[src/rtl/log_operand_if.sv]
// Operand/result handshake bundle for the log multiplier front end.
// Producer and consumer sides share one interface instance.
interface log_operand_if;
  logic        in_valid;
  logic        in_ready;
  logic [15:0] a;
  logic [15:0] b;
  logic        out_valid;
  logic        out_ready;
  logic [3:0]  k_a;
  logic [3:0]  k_b;
  logic [14:0] frac_sum;
  logic        frac_carry;
  logic        zero;

  modport master (
    output in_valid, a, b, out_ready,
    input  in_ready, out_valid,
    input  k_a, k_b, frac_sum,
    input  frac_carry, zero
  );

  modport slave (
    input  in_valid, a, b, out_ready,
    output in_ready, out_valid,
    output k_a, k_b, frac_sum,
    output frac_carry, zero
  );
endinterface

[src/rtl/log_operand_encoder.sv]
// Two-stage front end of the logarithmic multiplier: leading-one
// detection, fraction alignment and fraction add behind valid/ready.
module log_operand_encoder #(
  parameter int WIDTH = 16
) (
  input logic       clk,
  input logic       rst_n,
  log_operand_if.slave bus
);

  localparam int KW = $clog2(WIDTH);
  localparam int FW = WIDTH - 1;

  logic             s1_v_q, s1_v_d;
  logic [WIDTH-1:0] a_q, b_q;

  logic             out_v_q, out_v_d;
  logic [KW-1:0]    ka_q, kb_q;
  logic [FW-1:0]    fs_q;
  logic             fc_q, z_q;

  logic             s1_adv;
  logic             in_fire;
  logic             s2_load;

  logic [KW-1:0]    ka_c, kb_c;
  logic [FW-1:0]    xa_c, xb_c;
  logic [WIDTH-1:0] sum_c;
  logic [KW-1:0]    ka_d, kb_d;
  logic [FW-1:0]    fs_d;
  logic             fc_d, z_d;

  function automatic logic [KW-1:0] lead_one(
    input logic [WIDTH-1:0] v
  );
    lead_one = '0;
    for (int i = 0; i < WIDTH; i++)
      if (v[i]) lead_one = KW'(i);
  endfunction

  // shifting the leading one to bit FW and truncating drops it
  function automatic logic [FW-1:0] norm(
    input logic [WIDTH-1:0] v,
    input logic [KW-1:0]    k
  );
    logic [WIDTH-1:0] sh;
    sh   = v << (KW'(FW) - k);
    norm = sh[FW-1:0];
  endfunction

  assign s1_adv      = !out_v_q | bus.out_ready;
  assign bus.in_ready = !s1_v_q | s1_adv;
  assign in_fire     = bus.in_valid & bus.in_ready;
  assign s2_load     = s1_adv & s1_v_q;

  assign s1_v_d  = in_fire | (s1_v_q & !s1_adv);
  assign out_v_d = s1_adv ? s1_v_q : out_v_q;

  always_comb begin
    ka_c  = lead_one(a_q);
    kb_c  = lead_one(b_q);
    xa_c  = norm(a_q, ka_c);
    xb_c  = norm(b_q, kb_c);
    sum_c = {1'b0, xa_c} + {1'b0, xb_c};
    z_d   = (a_q == '0) | (b_q == '0);
    ka_d  = ka_c;
    kb_d  = kb_c;
    fs_d  = sum_c[FW-1:0];
    fc_d  = sum_c[FW];
    if (z_d) begin
      ka_d = '0;
      kb_d = '0;
      fs_d = '0;
      fc_d = 1'b0;
    end
  end

  always_ff @(posedge clk or negedge rst_n) begin
    if (!rst_n) begin
      s1_v_q  <= 1'b0;
      out_v_q <= 1'b0;
    end else begin
      s1_v_q  <= s1_v_d;
      out_v_q <= out_v_d;
    end
  end

  always_ff @(posedge clk or negedge rst_n) begin
    if (!rst_n) begin
      a_q <= '0;
      b_q <= '0;
    end else if (in_fire) begin
      a_q <= bus.a;
      b_q <= bus.b;
    end
  end

  always_ff @(posedge clk or negedge rst_n) begin
    if (!rst_n) begin
      ka_q <= '0;
      kb_q <= '0;
      fs_q <= '0;
      fc_q <= 1'b0;
      z_q  <= 1'b0;
    end else if (s2_load) begin
      ka_q <= ka_d;
      kb_q <= kb_d;
      fs_q <= fs_d;
      fc_q <= fc_d;
      z_q  <= z_d;
    end
  end

  assign bus.out_valid  = out_v_q;
  assign bus.k_a        = ka_q;
  assign bus.k_b        = kb_q;
  assign bus.frac_sum   = fs_q;
  assign bus.frac_carry = fc_q;
  assign bus.zero       = z_q;

endmodule

[src/flat_wrapper.sv]
// flat-port wrapper written by rule: the top's interface ports become plain ports
module log_operand_encoder_flat 
#(
  parameter int WIDTH = 16
)
  (clk, rst_n, bus_in_valid, bus_a, bus_b, bus_out_ready, bus_in_ready, bus_out_valid, bus_k_a, bus_k_b, bus_frac_sum, bus_frac_carry, bus_zero);
  log_operand_if bus_i ();
  input logic clk;
  input logic rst_n;
  input wire logic [$bits(bus_i.in_valid)-1:0] bus_in_valid;
  input wire logic [$bits(bus_i.a)-1:0] bus_a;
  input wire logic [$bits(bus_i.b)-1:0] bus_b;
  input wire logic [$bits(bus_i.out_ready)-1:0] bus_out_ready;
  output wire logic [$bits(bus_i.in_ready)-1:0] bus_in_ready;
  output wire logic [$bits(bus_i.out_valid)-1:0] bus_out_valid;
  output wire logic [$bits(bus_i.k_a)-1:0] bus_k_a;
  output wire logic [$bits(bus_i.k_b)-1:0] bus_k_b;
  output wire logic [$bits(bus_i.frac_sum)-1:0] bus_frac_sum;
  output wire logic [$bits(bus_i.frac_carry)-1:0] bus_frac_carry;
  output wire logic [$bits(bus_i.zero)-1:0] bus_zero;
  assign bus_i.in_valid = bus_in_valid;
  assign bus_i.a = bus_a;
  assign bus_i.b = bus_b;
  assign bus_i.out_ready = bus_out_ready;
  assign bus_in_ready = bus_i.in_ready;
  assign bus_out_valid = bus_i.out_valid;
  assign bus_k_a = bus_i.k_a;
  assign bus_k_b = bus_i.k_b;
  assign bus_frac_sum = bus_i.frac_sum;
  assign bus_frac_carry = bus_i.frac_carry;
  assign bus_zero = bus_i.zero;
  log_operand_encoder #(.WIDTH(WIDTH)) u_core (.clk(clk), .rst_n(rst_n), .bus(bus_i));
endmodule
[config.mk]
export PLATFORM = sky130hd
export DESIGN_NAME = log_operand_encoder_flat
export DESIGN_NICKNAME = d
export VERILOG_FILES = /design/src/rtl/log_operand_if.sv /design/src/rtl/log_operand_encoder.sv /design/src/flat_wrapper.sv
export SDC_FILE = /design/constraint.sdc
export NUM_CORES = 1
export LEC_CHECK = 0
export ABC_CLOCK_PERIOD_IN_PS = 7200
export CAP_MARGIN = 40
export CELL_PAD_IN_SITES_DETAIL_PLACEMENT = 0
export CELL_PAD_IN_SITES_GLOBAL_PLACEMENT = 2
export CORE_MARGIN = 3
export CORE_UTILIZATION = 38
export CTS_BUF_LIST = sky130_fd_sc_hd__clkbuf_4 sky130_fd_sc_hd__clkbuf_8
export DETAILED_ROUTE_END_ITERATION = 8
export HOLD_SLACK_MARGIN = 0.15
export PLACE_DENSITY_LB_ADDON = 0.1
export SYNTH_ARGS = -nofsm -noshare
export SYNTH_HDL_FRONTEND = slang
export SYNTH_SLANG_ARGS = --single-unit
[constraint.sdc]
create_clock -name clk -period 7.2 [get_ports clk]
set_input_delay 1.08 -clock clk [delete_from_list [all_inputs] [get_ports clk]]
set_output_delay 1.08 -clock clk [all_outputs]
set_load 0.005 [all_outputs]
==> flow_metrics.py <==
metrics = {
    "floorplanning": {
        "rows": 38,
        "die_area_um2": 12930,
        "die_h_um": 113.7,
        "core-area_um2": 11080,
        "die_w_um": 113.7,
        "ioPinCount": 63,
        "start_util_pct": 39.80,
    },
    "synth": {
        "yosysWarnings": 0,
        "ys_seq_area_share_pct": 33.48,
        "synthDistinctLibCells": 64,
        "syn_area_per_cell_um2": 9.302,
        "ys.flop_type": "dfrtp_1",
        "syn_nets": 526,
        "syn_area_um2": 4409,
        "synth-edff-count": 0,
        "async_flop_share_pct": 100.0,
        "syn_inst": 474,
        "ys_seq_elements": 59,
    },
    "critical_path": {
        "cp_common_cell": "nor2_1",
        "worst-endpoint-arrival_ns": 4.46,
        "critPathRequiredTime_ns": 7.44,
        "reg2reg_slack_ns": 2.98,
        "cp-endpoint": "u_core.bus.frac_carry",
        "r2r_start": "u_core.b_q[10]",
        "crit_type": "flip-flop to flip-flop",
        "r2r-end": "u_core.bus.frac_carry",
        "slowest_delay_ns": 0.65,
        "path_max_fanout": 25,
        "critPathCaptureType": "flip-flop",
        "cp_slowest_cell": "a22oi_4",
        "crit_chain": "nor2b_1 -> or4_4 -> a22oi_4 -> mux2i_1 -> nor2_1 -> a221oi_1 -> a21oi_1 -> ha_1 -> nand4_1 -> o21ai_0 -> a211oi_1 -> o31ai_1 -> nor2_1 -> o21bai_1 -> a22o_1",
        "crit_start": "u_core.b_q[10]",
        "r2r_cells": 15,
        "worst-path-stages": 15,
        "startpoint_type": "flip-flop",
        "critPathBufInv": 0,
        "crit_family": "compound AO/OA/AOI/OAI gates",
    },
    "clock_tree": {
        "cts.clk_slew.worst_paths_ns": 0.07,
        "cts_root_buf": "clkbuf_8",
        "cts_sinks": 59,
        "cts_tree": "yes",
        "cts_max_level": 3,
        "cts_setup_buffers": 0,
        "cts_made_buffers": 9,
        "cts_resized": 0,
        "cts_hold_buf": 0,
        "clock_path_buffers": 2,
        "clock_latency_ns": 0.36,
    },
    "routing": {
        "vias_per_cell": 5.582,
        "vias": 3768,
        "wl_mm": 11.57,
        "dr.pass1.iters": 5,
        "drtIter0Drc": 238,
        "wire_per_inst_um": 17.14,
        "drc": 0,
        "ant_nets": 0,
    },
    "power_and_ir_drop": {
        "swShare_pct": 40.83,
        "p_leak_nw": 2.260,
        "power_density_nw_per_um2": 333.6,
        "p_seq_share_pct": 28.2,
        "comb_power_share_pct": 54.4,
        "p_switching_w": 0.0007244,
        "p_clk_share_pct": 17.4,
        "peakVddDrop_uv": 177.0,
        "intPower_w": 0.001050,
    },
    "layout": {
        "final_layout_size_suffix_gt1_share_pct": 14.58,
        "final.fill_count": 1092,
        "diodes": 0,
        "areaGrowthSynthToFinish_pct": 20.63,
        "fin_nets": 582,
    },
    "timing": {
        "fin_worst_skew_ns": 0.007084,
        "maxSlewViolCount": 0,
        "fin_ws_ns": 2.980,
        "maxSlewHeadroom_pct": 44.68,
        "tns_ns": 0,
        "fmax_mhz": 236.9,
        "grt_setup_unrepaired": "false",
        "setup_viol": 0,
        "worst_slew_pin_slew_ns": 0.8268,
        "hold_viol": 0,
        "timing.final.crit_share_pct": 58.62,
        "fin_crit_ns": 4.220,
    },
    "global_route": {
        "grt_max_degree": 60,
        "grt_antenna_before_repair": 0,
        "grt_overflow": 0,
        "grt_pass1_wl_mm": 19.33,
        "grt_pass1_vias": 3602,
        "track_usage_pct": 18.61,
    },
    "placement": {
        "dpl.hpwl_mm": 8.805,
        "place.gp.congestion": 0.8948,
        "dp_slack_ns": 2.976,
        "portBuffers": 62,
    },
    "flow_run": {
        "cap_violations": 0,
    },
    "outcome": {
        "status": "finished, final reports clean",
    },
    "min_path": {
        "hp-class": "flip-flop to flip-flop",
        "hold_depth": 2,
    },
}
cell type report:
class | count | area [um^2] | share of cell area, %
clock inverters | 6 | 66.31 | 1.247
repair buffers | 70 | 686.9 | 12.91
well taps | 140 | 175.2 | 3.293
inverters | 7 | 26.28 | 0.4940
multi-input cells | 383 | 2756 | 51.82
flip-flops and latches | 59 | 1476 | 27.76
clock buffers | 10 | 131.4 | 2.470
worst reg2reg max path, stage by stage (launching register included):
cell,delay (ns)
dfrtp_1,0.44
nor2b_1,0.15
or4_4,0.52
a22oi_4,0.65
mux2i_1,0.38
nor2_1,0.07
a221oi_1,0.29
a21oi_1,0.09
ha_1,0.37
nand4_1,0.15
o21ai_0,0.10
a211oi_1,0.37
o31ai_1,0.16
nor2_1,0.11
o21bai_1,0.07
a22o_1,0.19
per-stage QoR:
stage	instances	power, W	util (%)	area (um^2)	hold slack, ns
floorplan	474	0.001173	-	4409	0.4628
global placement	656	0.001463	45.92	5087	0.4555
detailed placement	659	0.001473	46.23	5121	0.4609
CTS	675	0.001791	48.01	5319	0.4771
global route	675	0.001932	48.01	5319	0.5156
finish	675	0.001774	48.01	5319	0.4690
synth_stat cells (3+ instances only):
master	count	area [um^2]
nor3_1	5	25.02
mux2i_1	34	340.3
buf_1	3	11.26
xor2_1	8	70.07
a31oi_1	3	18.77
o211ai_1	7	52.55
nand3b_1	3	22.52
mux2_2	38	427.9
nand4_1	3	18.77
buf_6	4	45.04
o31ai_1	11	82.58
o21ai_0	19	95.09
o21ai_1	4	20.02
xnor2_1	4	35.03
a221o_1	3	30.03
nand2_1	32	120.1
clkbuf_1	8	30.03
nor4_1	3	18.77
nor2b_1	3	18.77
dfrtp_1	59	1476
nor2_1	62	232.7
ha_1	15	187.7
nand3_1	13	65.06
o21bai_1	3	22.52
a211oi_1	3	22.52
a221oi_1	3	26.28
nand2b_1	8	50.05
a22o_1	20	175.2
inv_1	7	26.28
buf_2	6	30.03
a21oi_1	36	180.2
power by group through the flow:
stage	clock network, W	logic [W]	registers [W]
2_1_floorplan	0	0.000694	0.000479
3_3_place_gp	0	0.000959	0.000504
3_5_place_dp	0	0.000966	0.000506
4_1_cts	0.000319	0.000972	0.000500
5_1_grt	0.000336	0.00108	0.000515
6_report	0.000309	0.000965	0.000500
state kept, by name, summed over array words and instances, names as in the netlist:
| name | cells |
|---|---|
| u_core.bus.frac_sum | 15 |
| u_core.s1_v_q | 1 |
| u_core.bus.k_b | 4 |
| u_core.bus.zero | 1 |
| u_core.b_q | 16 |
| u_core.bus.out_valid | 1 |
| u_core.bus.frac_carry | 1 |
| u_core.a_q | 16 |
| u_core.bus.k_a | 4 |
worst min-delay path by stage:
stage	startpoint	end	slack (ns)
detailed placement	u_core.bus.frac_sum[9]	u_core.bus.frac_sum[9]	0.46
floorplan	u_core.bus.frac_sum[9]	u_core.bus.frac_sum[9]	0.46
global placement	u_core.bus.frac_sum[9]	u_core.bus.frac_sum[9]	0.46
finish	u_core.bus.frac_sum[9]	u_core.bus.frac_sum[9]	0.47
CTS	u_core.bus.frac_sum[9]	u_core.bus.frac_sum[9]	0.48
global route	u_core.bus.frac_sum[10]	u_core.bus.frac_sum[10]	0.52
cell families (layout without fill, tap and decap cells):
family / count (synthesis) / count (layout) / share of synthesized area (%)
compound gates: 134 / 134 / 21.08
simple gates: 148 / 148 / 16.26
buf+inv: 32 / 93 / 4.143
fa+ha+maj: 16 / 16 / 4.711
xor+xnor: 12 / 12 / 2.384
flops: 59 / 59 / 33.48
mux: 73 / 73 / 17.93
routing by layer:
metal | share of wire [%] | GRT usage [%] | vias up | wire length (um)
met1 | 50 | 26.84 | 1805 | 5839
met2 | 44 | 28.07 | 69 | 5127
met3 | 3.5 | 3.767 | 13 | 407
met5 | 0 | 0 | - | 0
li1 | - | - | 1881 | -
met4 | 1.7 | 5.689 | 0 | 194
placed cells by master, fill, tap and decap left out, types with 15 or more instances in the layout:
cell type        count
nor2_1              62
clkdlybuf4s50_1     61
dfrtp_1             59
mux2_2              38
a21oi_1             36
mux2i_1             34
nand2_1             32
a22o_1              20
o21ai_0             19
ha_1                15
(Power assumes the default switching activity.)
